### config.mk
export PLATFORM = sky130hd
export DESIGN_NAME = encoder_sequencer_flat
export DESIGN_NICKNAME = d
export VERILOG_FILES = /design/src/rtl/encoder_sequencer_if.sv /design/src/rtl/encoder_sequencer.sv /design/src/flat_wrapper.sv
export SDC_FILE = /design/constraint.sdc
export NUM_CORES = 1
export LEC_CHECK = 0
export CORE_UTILIZATION = 50
export DETAILED_ROUTE_END_ITERATION = 10
export DONT_BUFFER_PORTS = 1
export PLACE_DENSITY = 0.66
export SYNTH_ARGS = -nofsm -noshare
export SYNTH_HDL_FRONTEND = slang
export SYNTH_SLANG_ARGS = --single-unit
### constraint.sdc
create_clock -name clk -period 2.2 [get_ports clk]
set_input_delay 0.33 -clock clk [delete_from_list [all_inputs] [get_ports clk]]
set_output_delay 0.33 -clock clk [all_outputs]
set_load 0.1 [all_outputs]
### src/rtl/encoder_sequencer_if.sv
// Handshake bundle between the encoder sequencer and its round/writeback datapath.
interface encoder_sequencer_if;
  logic       start;
  logic       done1, done2, done3, done4, done5;
  logic       inreg_en;
  logic       colParity_en, rotate_en, permute_en, revaluate_en, addRC_en;
  logic       cnt_rst_24, cnt_en_24;
  logic       wr_en;
  logic [5:0] line_addr;
  logic [4:0] round;
  logic       busy, done, error;

  modport master (
    output start, done1, done2, done3, done4, done5,
    input  inreg_en, colParity_en, rotate_en, permute_en, revaluate_en, addRC_en,
    input  cnt_rst_24, cnt_en_24, wr_en, line_addr, round, busy, done, error
  );

  modport slave (
    input  start, done1, done2, done3, done4, done5,
    output inreg_en, colParity_en, rotate_en, permute_en, revaluate_en, addRC_en,
    output cnt_rst_24, cnt_en_24, wr_en, line_addr, round, busy, done, error
  );
endinterface

### src/rtl/encoder_sequencer.sv
// Block sequencer: load, ROUNDS x five-stage round loop, LINES-long writeback, done pulse.
// Optional per-stage watchdog enabled by defining ENCODER_SEQ_WATCHDOG_EN.
module encoder_sequencer #(
  parameter int unsigned ROUNDS  = 24,
  parameter int unsigned LINES   = 64,
  parameter int unsigned TIMEOUT = 1023
) (
  input logic                 clk,
  input logic                 rst,
  encoder_sequencer_if.slave  bus
);

  typedef enum logic [3:0] {
    StIdle, StLoad, StColp, StRot, StPerm, StReval, StAddrc, StNext, StWrite, StFin
  } state_e;

  state_e     state_q, state_d;
  logic [4:0] round_q, round_d;
  logic [5:0] line_q, line_d;
  logic       own_done;

  // Only the active stage's strobe is looked at; all others are don't-care.
  always_comb begin
    own_done = 1'b0;
    case (state_q)
      StColp:  own_done = bus.done1;
      StRot:   own_done = bus.done2;
      StPerm:  own_done = bus.done3;
      StReval: own_done = bus.done4;
      StAddrc: own_done = bus.done5;
      default: own_done = 1'b0;
    endcase
  end

`ifdef ENCODER_SEQ_WATCHDOG_EN
  localparam int unsigned WdW = (TIMEOUT > 1) ? $clog2(TIMEOUT) : 1;

  logic [WdW-1:0] wd_q, wd_d;
  logic           error_q, error_d;
  logic           in_stage, wd_trip;

  assign in_stage = state_q inside {StColp, StRot, StPerm, StReval, StAddrc};
  assign wd_trip  = in_stage && !own_done && (wd_q == WdW'(TIMEOUT - 1));

  // Counter restarts whenever a stage is left, so every stage entry sees zero.
  always_comb begin
    wd_d    = (in_stage && !own_done && !wd_trip) ? wd_q + WdW'(1) : '0;
    error_d = error_q;
    if (state_q == StIdle && bus.start) error_d = 1'b0;
    if (wd_trip)                        error_d = 1'b1;
  end

  always_ff @(posedge clk or posedge rst) begin
    if (rst) begin
      wd_q    <= '0;
      error_q <= 1'b0;
    end else begin
      wd_q    <= wd_d;
      error_q <= error_d;
    end
  end

  assign bus.error = error_q;
`else
  logic unused_timeout;
  assign unused_timeout = (TIMEOUT != 0);
  assign bus.error      = 1'b0;
`endif

  always_comb begin
    state_d = state_q;
    round_d = round_q;
    line_d  = line_q;
    case (state_q)
      StIdle: begin
        if (bus.start) begin
          state_d = StLoad;
          round_d = '0;
          line_d  = '0;
        end
      end
      StLoad:  state_d = StColp;
      StColp:  if (own_done) state_d = StRot;
      StRot:   if (own_done) state_d = StPerm;
      StPerm:  if (own_done) state_d = StReval;
      StReval: if (own_done) state_d = StAddrc;
      StAddrc: if (own_done) state_d = (round_q == 5'(ROUNDS - 1)) ? StWrite : StNext;
      StNext: begin
        round_d = round_q + 5'd1;
        state_d = StColp;
      end
      StWrite: begin
        if (line_q == 6'(LINES - 1)) begin
          line_d  = '0;
          state_d = StFin;
        end else begin
          line_d = line_q + 6'd1;
        end
      end
      StFin:   state_d = StIdle;
      default: state_d = StIdle;
    endcase
`ifdef ENCODER_SEQ_WATCHDOG_EN
    if (wd_trip) state_d = StIdle;
`endif
  end

  always_ff @(posedge clk or posedge rst) begin
    if (rst) begin
      state_q <= StIdle;
      round_q <= '0;
      line_q  <= '0;
    end else begin
      state_q <= state_d;
      round_q <= round_d;
      line_q  <= line_d;
    end
  end

  // Outputs decode the registered state only; no input reaches them combinationally.
  always_comb begin
    bus.inreg_en     = (state_q == StLoad);
    bus.cnt_rst_24   = (state_q == StLoad);
    bus.colParity_en = (state_q == StColp);
    bus.rotate_en    = (state_q == StRot);
    bus.permute_en   = (state_q == StPerm);
    bus.revaluate_en = (state_q == StReval);
    bus.addRC_en     = (state_q == StAddrc);
    bus.cnt_en_24    = (state_q == StNext);
    bus.wr_en        = (state_q == StWrite);
    bus.done         = (state_q == StFin);
    bus.busy         = (state_q != StIdle);
    bus.round        = round_q;
    bus.line_addr    = line_q;
  end

endmodule

### src/flat_wrapper.sv
// flat-port wrapper written by rule: the top's interface ports become plain ports
module encoder_sequencer_flat 
#(
  parameter int unsigned ROUNDS  = 24,
  parameter int unsigned LINES   = 64,
  parameter int unsigned TIMEOUT = 1023
)
  (clk, rst, bus_start, bus_done1, bus_done2, bus_done3, bus_done4, bus_done5, bus_inreg_en, bus_colParity_en, bus_rotate_en, bus_permute_en, bus_revaluate_en, bus_addRC_en, bus_cnt_rst_24, bus_cnt_en_24, bus_wr_en, bus_line_addr, bus_round, bus_busy, bus_done, bus_error);
  encoder_sequencer_if bus_i ();
  input logic clk;
  input logic rst;
  input wire logic [$bits(bus_i.start)-1:0] bus_start;
  input wire logic [$bits(bus_i.done1)-1:0] bus_done1;
  input wire logic [$bits(bus_i.done2)-1:0] bus_done2;
  input wire logic [$bits(bus_i.done3)-1:0] bus_done3;
  input wire logic [$bits(bus_i.done4)-1:0] bus_done4;
  input wire logic [$bits(bus_i.done5)-1:0] bus_done5;
  output wire logic [$bits(bus_i.inreg_en)-1:0] bus_inreg_en;
  output wire logic [$bits(bus_i.colParity_en)-1:0] bus_colParity_en;
  output wire logic [$bits(bus_i.rotate_en)-1:0] bus_rotate_en;
  output wire logic [$bits(bus_i.permute_en)-1:0] bus_permute_en;
  output wire logic [$bits(bus_i.revaluate_en)-1:0] bus_revaluate_en;
  output wire logic [$bits(bus_i.addRC_en)-1:0] bus_addRC_en;
  output wire logic [$bits(bus_i.cnt_rst_24)-1:0] bus_cnt_rst_24;
  output wire logic [$bits(bus_i.cnt_en_24)-1:0] bus_cnt_en_24;
  output wire logic [$bits(bus_i.wr_en)-1:0] bus_wr_en;
  output wire logic [$bits(bus_i.line_addr)-1:0] bus_line_addr;
  output wire logic [$bits(bus_i.round)-1:0] bus_round;
  output wire logic [$bits(bus_i.busy)-1:0] bus_busy;
  output wire logic [$bits(bus_i.done)-1:0] bus_done;
  output wire logic [$bits(bus_i.error)-1:0] bus_error;
  assign bus_i.start = bus_start;
  assign bus_i.done1 = bus_done1;
  assign bus_i.done2 = bus_done2;
  assign bus_i.done3 = bus_done3;
  assign bus_i.done4 = bus_done4;
  assign bus_i.done5 = bus_done5;
  assign bus_inreg_en = bus_i.inreg_en;
  assign bus_colParity_en = bus_i.colParity_en;
  assign bus_rotate_en = bus_i.rotate_en;
  assign bus_permute_en = bus_i.permute_en;
  assign bus_revaluate_en = bus_i.revaluate_en;
  assign bus_addRC_en = bus_i.addRC_en;
  assign bus_cnt_rst_24 = bus_i.cnt_rst_24;
  assign bus_cnt_en_24 = bus_i.cnt_en_24;
  assign bus_wr_en = bus_i.wr_en;
  assign bus_line_addr = bus_i.line_addr;
  assign bus_round = bus_i.round;
  assign bus_busy = bus_i.busy;
  assign bus_done = bus_i.done;
  assign bus_error = bus_i.error;
  encoder_sequencer #(.ROUNDS(ROUNDS), .LINES(LINES), .TIMEOUT(TIMEOUT)) u_core (.clk(clk), .rst(rst), .bus(bus_i));
endmodule
==> impl_summary.log, run 1 <==
INFO  metric clk_latency = 0.29 ns
INFO  metric period_needed = between 2 and 2.5 ns
INFO  metric crit_top_cell = sky130_fd_sc_hd__buf_4
INFO  metric wl = 2410 µm
INFO  metric antenna_found_initial = 0
INFO  metric std_cell_rows = 15
INFO  metric rsz0062_at_grt = no
INFO  metric dieHeight = between 40 and 50 µm
INFO  metric syn_avg_cell_area = 8.54 µm²
INFO  metric busiest_layer = met2
INFO  metric portBuffers = 0
INFO  metric timing_max_transition_violations_final = 0
INFO  metric detail_route.iter0.violations = 13
INFO  metric num_vias = 958
INFO  metric layout.cells.most_common_list = sky130_fd_sc_hd__buf_4 (22), sky130_fd_sc_hd__dfrtp_1 (15), sky130_fd_sc_hd__nand2_1 (13)
INFO  metric floorplan.die_area = between 2000 and 2500 µm²
INFO  metric startpoint = u_core.state_q[1]$_DFFE_PP0P_
INFO  metric cap_viol_max_count = 0
INFO  metric n_antenna_cell = 0
INFO  metric critical_path_cell_count = 4
INFO  metric groute.layer.met2.usage = approximately 37%
INFO  metric rrSetupSlack = 0.23 ns
INFO  metric final.fill_count = roughly 140
INFO  metric timing.critical_path.cells = buf_4 > nor2_2 > and3_1 > buf_4
INFO  metric firstDrtPassIters = 4
INFO  metric fin_worst_hold_slack = 0.335 ns
INFO  metric tritoncts_clock_tree = built
INFO  metric route.detailed.wl_per_inst = 14.6 µm
INFO  metric finish.net_count = 151
INFO  metric yosys_warnings = 0
INFO  metric post_synthesis_sequential_area_ratio = 36.9%
INFO  metric worst-slew-pin-transition = approximately 0.62 ns
INFO  metric final_util = between 70% and 80%
INFO  metric cpPeakStageDelay = 0.50 ns
INFO  metric post-route-period-util = ~93%
INFO  metric place_congestion = 0.796
INFO  metric core_area = 1820 µm²
INFO  metric capturing_point_of_the_worst_reg2reg_path = u_core.state_q[2]$_DFFE_PP0P_
INFO  metric mappedNetlistNets = 129
INFO  metric worst-setup-path-type = reg2out
INFO  metric max-clock-path-buffers = 2
INFO  metric whs_endpoint = u_core.state_q[0]$_DFFE_PP0P_
INFO  metric layout.cells.most_common = sky130_fd_sc_hd__buf_4
INFO  metric finalHoldViolCount = 0
INFO  metric final_layout_size_suffix_gt1_share = 27.9%
INFO  metric route.detailed.drc = 0
INFO  metric post_dr_vias_cell = 5.81
INFO  metric max_slew_margin_vs_limit = approximately three fifths
INFO  metric netlist-cell-type-count = 43
INFO  metric synth_area = 1020 µm²
INFO  metric first_global_vias = between 800 and 900
INFO  metric top_level_ports = 31
INFO  metric min_delay_path_depth = 4
INFO  metric grt_util_met1 = 34.9%
INFO  metric setup_crit_end_kind = output pin
INFO  metric clock-root-buffer = sky130_fd_sc_hd__clkbuf_4
INFO  metric run_status = finished clean
INFO  metric grt_use_met3 = 5.77%
INFO  metric max_clock_freq = 488 MHz
INFO  metric clkSinkCount = 15
INFO  metric cp_max_fo = 8
INFO  metric overall_fraction_of_global_route_tracks_in_use = 24.5%
INFO  metric crit_arrival = 1.72 ns
INFO  metric post-cts-setup-buffer-count = 0
INFO  metric cp.required = roughly 1.9 ns
INFO  metric grt_first_pass_wirelength = between 3000 and 4000 µm
INFO  metric overflow = 0
INFO  metric worst_setup_hold_path_clk_slew = about 0.10 ns
INFO  metric hold_crit_start = bus_start
INFO  metric detailedPlacementHpwl = 1750 µm
INFO  metric skew = 0.00537 ns
INFO  metric ys_seq_elements = 15
INFO  metric ctsHtreeMaxLevel = 1
INFO  metric multi_input_area = 622 µm²
INFO  metric route.antenna.remaining_nets = 0
INFO  metric worst_path_dominant_cell_family = flip-flops
INFO  metric starting_density_of_the_core = between 50 and 60%
INFO  metric hold_path_class = in2reg
INFO  metric setup-violations-final = 0
INFO  metric die_width = 47.1 µm
INFO  metric worst_r2r_startpoint = u_core.state_q[2]$_DFFE_PP0P_
INFO  metric syn2layout_area_growth = 28.1%
INFO  metric pin_count_of_the_biggest_net_entering_global_routing = 17
INFO  metric netlist_instances = 119
INFO  metric timing.critical_path.slowest_stage_cell = sky130_fd_sc_hd__dfrtp_1
INFO  metric worst_setup_path_start_kind = register
INFO  metric timing.critical_path.buf_inv = 2
INFO  metric r2r.worst_path.cells = 4
INFO  metric register_area = 375 µm²
INFO  metric cts_inserted_buffers = 3
==> flip-flops by register name (all words and copies together), names as in the netlist <==
signal                cells
u_core.bus.round          5
u_core.bus.line_addr      6
u_core.state_q            4
==> cell usage after synthesis (all sizes together) <==
cell | number | area share (%)
a211o | 1 | 0.86
a21o | 2 | 1.5
a21oi | 2 | 0.99
a22o | 2 | 1.7
a31oi | 2 | 1.2
a32oi | 1 | 0.86
and2 | 1 | 0.62
and3 | 1 | 0.62
and4b | 1 | 0.99
buf | 5 | 3.6
clkbuf | 3 | 1.1
clkinv | 1 | 0.86
conb | 1 | 0.37
dfrtp | 15 | 37
ha | 2 | 2.5
inv | 4 | 1.5
mux2 | 1 | 1.1
nand2 | 13 | 4.8
nand2b | 4 | 2.5
nand3 | 6 | 3.0
nand3b | 1 | 0.74
nand4 | 1 | 0.62
nand4b | 1 | 0.86
nor2 | 11 | 4.1
nor2b | 1 | 0.62
nor3 | 4 | 2.0
nor4 | 2 | 1.8
o211ai | 4 | 3.0
o21a | 2 | 1.5
o21ai | 12 | 7.0
o21bai | 1 | 0.74
o311ai | 1 | 0.86
o31ai | 3 | 2.2
o32ai | 1 | 0.86
or3 | 1 | 0.62
or4b | 3 | 3.3
xor2 | 2 | 1.7
==> cells by family (layout without fill, tap and decap cells) <==
kind of cell               count (synthesis)  after routing  share of synthesized area (%)
AOI/OAI and AO/OA                         34             34                           23.3
buffers and inverters                     13             34                           7.02
adders and majority gates                  2              2                           2.46
DFF                                       15             15                           36.9
muxes                                      1              1                           1.11
and+or+nand+nor                           51             51                           27.1
xor gates and xnor gates                   2              2                           1.72
other                                      1              1                          0.369
==> worst max path at each step <==
stage | end | slack [ns]
5_1_grt | bus_inreg_en | 0.07
2_1_floorplan | bus_revaluate_en | -0.40
3_3_place_gp | u_core.bus.line_addr[3]$_DFFE_PP0P_ | 0.32
3_5_place_dp | u_core.bus.line_addr[3]$_DFFE_PP0P_ | 0.26
6_report | bus_done | 0.15
4_1_cts | bus_done | 0.05
==> metrics by stage <==
| stage | setup TNS (ns) | cells | setup WS, ns | area (µm²) |
|---|---|---|---|---|
| floorplan | -1.47 | 119 | -0.397 | 1040 |
| global placement | 0 | 160 | 0.325 | 1260 |
| detailed placement | 0 | 160 | 0.265 | 1260 |
| CTS | 0 | 165 | 0.0513 | 1300 |
| global route | 0 | 165 | 0.0708 | 1300 |
| finish | 0 | 165 | 0.152 | 1300 |
==> final cells by class <==
cell class,count,share of cell area [%]
tap,25,2.40
timing repair buffer,25,17.1
sequential,15,28.8
clock buffer,4,2.02
inverter,5,1.83
multi-input combinational,91,47.8
==> repair_timing <==
action / in CTS / in global routing
hold endpoints to repair: 8 / 0
resized for setup: 0 / 1
endpoints found under the setup margin: 0 / 1
hold buffers: 1 / 0
==> metal layers <==
layer / share of wire [%] / vias to the layer above
met1: 48 / 452
met5: 0 / -
met3: 4.5 / 2
li1: - / 473
met2: 47 / 31
met4: 0.66 / 0
==> worst register-to-register path, stage by stage (launching register included) <==
cell                       delay (ns)
sky130_fd_sc_hd__dfrtp_1         0.70
sky130_fd_sc_hd__nand2b_1        0.24
sky130_fd_sc_hd__o32ai_1         0.50
sky130_fd_sc_hd__o21a_1          0.30
sky130_fd_sc_hd__o311ai_1        0.12
Power of run 1 is not shown: default switching activity piles up to over one toggle a cycle in this logic, so the estimate is an artifact.
==> run 2: changes to the inputs <==
- CTS_CLUSTER_DIAMETER: default -> 200
- MAX_ROUTING_LAYER: default -> met4
- PLACE_DENSITY: 0.66 -> 0.75
==> run 2 against run 1 <==
First-iteration DRC count up 7.7%; routed wire length down 3.1%; clock skew down 0.00079 ns.
==> impl_summary.log, run 2 (synthesized netlist as in run 1, its figures left out) <==
INFO  metric route.detailed.wl_per_inst = 14.3 µm (-2.5%)
INFO  metric max_slew_margin_vs_limit = 60.6% (+2.0 points)
INFO  metric crit_arrival = 1.74 ns (+0.02 ns)
INFO  metric top_level_ports = 31 (unchanged)
INFO  metric n_antenna_cell = 0 (unchanged)
INFO  metric hold_crit_start = bus_start
INFO  metric die_width = 47.1 µm (unchanged)
INFO  metric cpPeakStageDelay = 0.58 ns (+0.08 ns)
INFO  metric portBuffers = 0 (unchanged)
INFO  metric pin_count_of_the_biggest_net_entering_global_routing = 17 (unchanged)
INFO  metric period_needed = 2.07 ns (+0.0195 ns)
INFO  metric worst_path_dominant_cell_family = flip-flops
INFO  metric layout.cells.most_common_list = sky130_fd_sc_hd__buf_4 (22), sky130_fd_sc_hd__dfrtp_1 (15), sky130_fd_sc_hd__nand2_1 (13)
INFO  metric finish.net_count = 150 (-0.66%)
INFO  metric route.antenna.remaining_nets = 0 (unchanged)
INFO  metric wl = 2340 µm (-3.1%)
INFO  metric dieHeight = 47.1 µm (unchanged)
INFO  metric run_status = finished clean
INFO  metric detail_route.iter0.violations = 14 (+1)
INFO  metric clkSinkCount = 15 (unchanged)
INFO  metric cts_inserted_buffers = 3 (unchanged)
INFO  metric rsz0062_at_grt = no
INFO  metric route.detailed.drc = 0 (unchanged)
INFO  metric starting_density_of_the_core = 55.8% (unchanged)
INFO  metric timing_max_transition_violations_final = 0 (unchanged)
INFO  metric floorplan.die_area = 2220 µm² (unchanged)
INFO  metric skew = 0.00458 ns (-0.000787 ns)
INFO  metric final_layout_size_suffix_gt1_share = 27.3% (-0.52 points)
INFO  metric grt_first_pass_wirelength = 3640 µm (-3.8%)
INFO  metric worst-setup-path-type = reg2out
INFO  metric clk_latency = 0.29 ns (about the same)
INFO  metric setup_crit_end_kind = output pin
INFO  metric finalHoldViolCount = 0 (unchanged)
INFO  metric core_area = 1820 µm² (unchanged)
INFO  metric syn2layout_area_growth = 26.0%
INFO  metric tritoncts_clock_tree = built
INFO  metric first_global_vias = 859 (-0.12%)
INFO  metric timing.critical_path.buf_inv = 1 (-1)
INFO  metric detailedPlacementHpwl = 1730 µm (-1.3%)
INFO  metric firstDrtPassIters = 4 (unchanged)
INFO  metric num_vias = 972 (+1.5%)
INFO  metric post-place-cells = 159 (-0.63%)
INFO  metric post_dr_vias_cell = 5.93 (+2.1%)
INFO  metric worst-slew-pin-transition = 0.590 ns (-0.0283 ns)
INFO  metric worst_r2r_startpoint = u_core.state_q[1]$_DFFE_PP0P_
INFO  metric antenna_found_initial = 0 (unchanged)
INFO  metric std_cell_rows = 15 (unchanged)
INFO  metric startpoint = u_core.state_q[2]$_DFFE_PP0P_
INFO  metric layout.cells.most_common = sky130_fd_sc_hd__buf_4
INFO  metric finalNonFillerCells = 164 (-0.61%)
INFO  metric hold_path_class = in2reg
INFO  metric cap_viol_max_count = 0 (unchanged)
INFO  metric setup-violations-final = 0 (unchanged)
INFO  metric overall_fraction_of_global_route_tracks_in_use = 24.5% (+0.084 points)
INFO  metric clock-root-buffer = sky130_fd_sc_hd__clkbuf_4
INFO  metric cp_max_fo = 16 (+8)
INFO  metric max_clock_freq = 484 MHz (-0.94%)
INFO  metric worst_setup_hold_path_clk_slew = 0.10 ns (about the same)
INFO  metric place_congestion = 0.835 (+5.0%)
INFO  metric overflow = 0 (unchanged)
INFO  metric cp.required = 1.87 ns (about the same)
INFO  metric max-clock-path-buffers = 2 (unchanged)
INFO  metric fin_worst_hold_slack = 0.334 ns (-0.00155 ns)
INFO  metric number_of_flip_flops_in_the_largest_register = 6 (unchanged)
INFO  metric timing.critical_path.slowest_stage_cell = sky130_fd_sc_hd__dfrtp_1
INFO  metric worst_setup_path_start_kind = register
INFO  metric timing.critical_path.cells = nor2_1 > and3_1 > buf_4
INFO  metric post-route-period-util = 94.0% (+0.89 points)
INFO  metric ctsHtreeMaxLevel = 1 (unchanged)
-- run 2: cell count changes in the layout (fill, tap and decap cells not counted), sizes merged --
cell | before | now
clkinv | 1 | 2
clkbuf | 4 | 3
buf | 24 | 23
-- run 2: area by class of cell --
| cell class | instances | area, µm² |
|---|---|---|
| clock inverter | 1 | 5.00 |
| tap | 25 | 31.3 |
| multi-input combinational | 91 | 619 |
| timing repair buffer | 24 | 203 |
| inverter | 5 | 23.8 |
| clock buffer | 3 | 22.5 |
| sequential | 15 | 375 |
| fill | 138 | 541 |
-- run 2: worst min-delay path, stage by stage --
cell	delay (ns)
sky130_fd_sc_hd__nor2_1	0.08
sky130_fd_sc_hd__a21oi_1	0.07
sky130_fd_sc_hd__nand2_1	0.06
sky130_fd_sc_hd__o31ai_1	0.05
-- run 2: path summary, 6_finish.rpt --
path                                                  endpoint  slack, ns  cells after the start
max                                                   bus_done       0.13                      3
min                              u_core.state_q[0]$_DFFE_PP0P_       0.33                      4
max reg2reg                u_core.bus.line_addr[3]$_DFFE_PP0P_       0.22                      5
min reg2reg                u_core.bus.line_addr[2]$_DFFE_PP0P_       0.58                      1
max in group asynchronous  u_core.bus.line_addr[5]$_DFFE_PP0P_       1.29                      2
min in group asynchronous      u_core.bus.round[4]$_DFFE_PP0P_       0.53                      2
-- run 2: repair_timing --
item | in CTS | in global routing
buffers inserted | 0 | 0
hold endpoints to repair | 15 | 0
hold buffers | 1 | 0
resized for setup | 0 | 0
-- run 2: through the flow --
stage	setup WS (ns)	util, %	setup TNS, ns	cell area (µm²)
final	0.132	70.3	0	1280
after floorplan	-0.397	-	-1.47	1040
after global placement	0.316	68.2	0	1240
after detailed placement	0.264	68.2	0	1240
after global routing	0.0343	70.3	0	1280
after CTS	0.136	70.3	0	1280
-- run 2: layer usage --
metal / GRT usage [%] / share of wire (%) / up-vias
met4: 12.0 / 1.2 / 0
met3: 4.62 / 5.0 / 4
met1: 31.9 / 48 / 457
li1: - / - / 476
met2: 36.7 / 46 / 35
met5: - / 0 / -
Power of run 2 is left out for the same reason.
==> run 3: changes to the inputs <==
- clock period: 2.2 -> 2.1 ns (I/O delays scaled with it)
==> run 3 against run 2 <==
Via count down 0.31%; utilization up 2.0 points; die area stayed put; hold slack better by 0.0085 ns; non-clock buffer count up 1; critical path depth is the same; cell count rose by 0.61%; clock skew is essentially flat; critical endpoint is now bus_wr_en.
==> impl_summary.log, run 3 (synthesized netlist as in run 1, its figures left out) <==
INFO  metric run_status = finished clean
INFO  metric critical_path_cell_count = 3 (unchanged)
INFO  metric detailedPlacementHpwl = 1790 µm (+3.8%)
INFO  metric cap_viol_max_count = 0 (unchanged)
INFO  metric grt_first_pass_wirelength = 3710 µm (+1.9%)
INFO  metric clock-root-buffer = sky130_fd_sc_hd__clkbuf_4
INFO  metric final_instance_area = 1320 µm² (+2.8%)
INFO  metric timing.critical_path.slowest_stage_cell = sky130_fd_sc_hd__or4b_4
INFO  metric overall_fraction_of_global_route_tracks_in_use = 24.7% (+0.17 points)
INFO  metric crit_arrival = 1.68 ns (-0.06 ns)
INFO  metric ctsHtreeMaxLevel = 1 (unchanged)
INFO  metric floorplan.die_area = 2220 µm² (unchanged)
INFO  metric timing_max_transition_violations_final = 0 (unchanged)
INFO  metric worst-slew-pin-transition = 0.588 ns (-0.00173 ns)
INFO  metric route.detailed.drc = 0 (unchanged)
INFO  metric setup-violations-final = 0 (unchanged)
INFO  metric rsz0062_at_grt = no
INFO  metric preCtsSetupSlack = 0.212 ns (-0.0514 ns)
INFO  metric die_width = 47.1 µm (unchanged)
INFO  metric cts_inserted_buffers = 3 (unchanged)
INFO  metric timing.critical_path.buf_inv = 2 (+1)
INFO  metric wl = 2350 µm (+0.68%)
INFO  metric cp_max_fo = 15 (-1)
INFO  metric setup_crit_end_kind = output pin
INFO  metric skew = 0.00465 ns (+0.0000716 ns)
INFO  metric layout.cells.most_common = sky130_fd_sc_hd__buf_4
INFO  metric layout.cells.most_common_list = sky130_fd_sc_hd__buf_4 (22), sky130_fd_sc_hd__nand2_1 (13), sky130_fd_sc_hd__nor2_1 (9)
INFO  metric tritoncts_clock_tree = built
INFO  metric timing.critical_path.cells = or4b_4 > clkinv_4 > buf_12
INFO  metric post-cts-setup-buffer-count = 0 (unchanged)
INFO  metric finalHoldViolCount = 0 (unchanged)
INFO  metric first_global_vias = 902 (+5.0%)
INFO  metric post_dr_vias_cell = 5.87 (-0.91%)
INFO  metric r2r.worst_path.cells = 4 (-1)
INFO  metric cpPeakStageDelay = 0.62 ns (+0.04 ns)
INFO  metric min_delay_path_depth = 3 (-1)
INFO  metric starting_density_of_the_core = 55.8% (unchanged)
INFO  metric final_layout_size_suffix_gt1_share = 33.6% (+6.2 points)
INFO  metric firstDrtPassIters = 4 (unchanged)
INFO  metric postPlaceCellArea = 1270 µm² (+2.6%)
INFO  metric finish.net_count = 151 (+0.67%)
INFO  metric max_clock_freq = 500 MHz
INFO  metric std_cell_rows = 15 (unchanged)
INFO  metric n_antenna_cell = 0 (unchanged)
INFO  metric number_of_flip_flops_in_the_largest_register = 6 (unchanged)
INFO  metric worst-setup-path-type = reg2out
INFO  metric top_level_ports = 31 (unchanged)
INFO  metric place_congestion = 0.853 (+2.1%)
INFO  metric overflow = 0 (unchanged)
INFO  metric post-route-period-util = 95.2%
INFO  metric worst_setup_path_start_kind = register
INFO  metric num_vias = 969 (-0.31%)
INFO  metric syn2layout_area_growth = 29.6%
INFO  metric route.antenna.remaining_nets = 0 (unchanged)
INFO  metric worst_setup_hold_path_clk_slew = 0.08 ns (-0.02 ns)
INFO  metric antenna_found_initial = 0 (unchanged)
INFO  metric fin_ws = 0.102 ns (-0.0307 ns)
INFO  metric max-clock-path-buffers = 2 (unchanged)
INFO  metric detail_route.iter0.violations = 9 (-5)
INFO  metric worst_path_dominant_cell_family = simple AND/OR/NAND/NOR gates
INFO  metric pin_count_of_the_biggest_net_entering_global_routing = 18 (+1)
INFO  metric route.detailed.wl_per_inst = 14.3 µm (about the same)
INFO  metric core_area = 1820 µm² (unchanged)
INFO  metric clkSinkCount = 15 (unchanged)
INFO  metric portBuffers = 0 (unchanged)
INFO  metric clk_latency = 0.28 ns (about the same)
INFO  metric max_slew_margin_vs_limit = 60.6% (about the same)
INFO  metric cp.required = 1.78 ns (-0.09 ns)
INFO  metric period_needed = roughly 2.0 ns
INFO  metric dieHeight = 47.1 µm (unchanged)
INFO  metric hold_path_class = in2reg
==> run 3: per-stage QoR <==
step,utilization [%],hold slack [ns],setup TNS (ns),instances
3_5_place_dp,70.0,0.306,0,160
4_1_cts,72.0,0.344,0,165
5_1_grt,72.3,0.374,0,165
3_3_place_gp,70.0,0.279,0,160
2_1_floorplan,-,0.216,-0.470,119
6_report,72.3,0.342,0,165
==> run 3: path summary, 6_finish.rpt <==
check | slack, ns | from | endpoint
max | 0.10 | u_core.state_q[0]$_DFFE_PP0P_ | bus_wr_en
min | 0.34 | bus_done2 | u_core.state_q[0]$_DFFE_PP0P_
max reg2reg | 0.32 | u_core.state_q[1]$_DFFE_PP0P_ | u_core.state_q[2]$_DFFE_PP0P_
min reg2reg | 0.62 | u_core.bus.line_addr[5]$_DFFE_PP0P_ | u_core.bus.line_addr[5]$_DFFE_PP0P_
max in group asynchronous | 1.16 | rst | u_core.state_q[3]$_DFFE_PP0P_
min in group asynchronous | 0.52 | rst | u_core.bus.line_addr[5]$_DFFE_PP0P_
==> run 3: layer usage <==
| layer | global-route usage, % | routed length (µm) |
|---|---|---|
| met4 | 9.14 | 29 |
| met2 | 43.9 | 1250 |
| met5 | - | 0 |
| met3 | 2.69 | 70 |
| met1 | 28.4 | 1000 |
==> run 3: area by class of cell <==
type	instances	area [µm²]
flip-flops and latches	15	385
inverters	5	23.8
fillers	152	504
well taps	25	31.3
multi-input cells	91	627
repair buffers	25	223
clock buffers	4	26.3
==> run 3: worst reg2reg max path: cells and delay by family, from the launching register on <==
kind | cells | cell delay [ns]
simple gates | 1 | 0.27
flops | 1 | 0.52
compound gates | 3 | 0.87
==> run 3: what timing repair did <==
| item | in CTS | in global routing |
|---|---|---|
| hold endpoints to repair | 8 | 0 |
| gates resized for setup | 0 | 4 |
| endpoints found under the setup margin | 0 | 4 |
| hold buffers | 1 | 0 |
Power of run 3 is left out for the same reason.
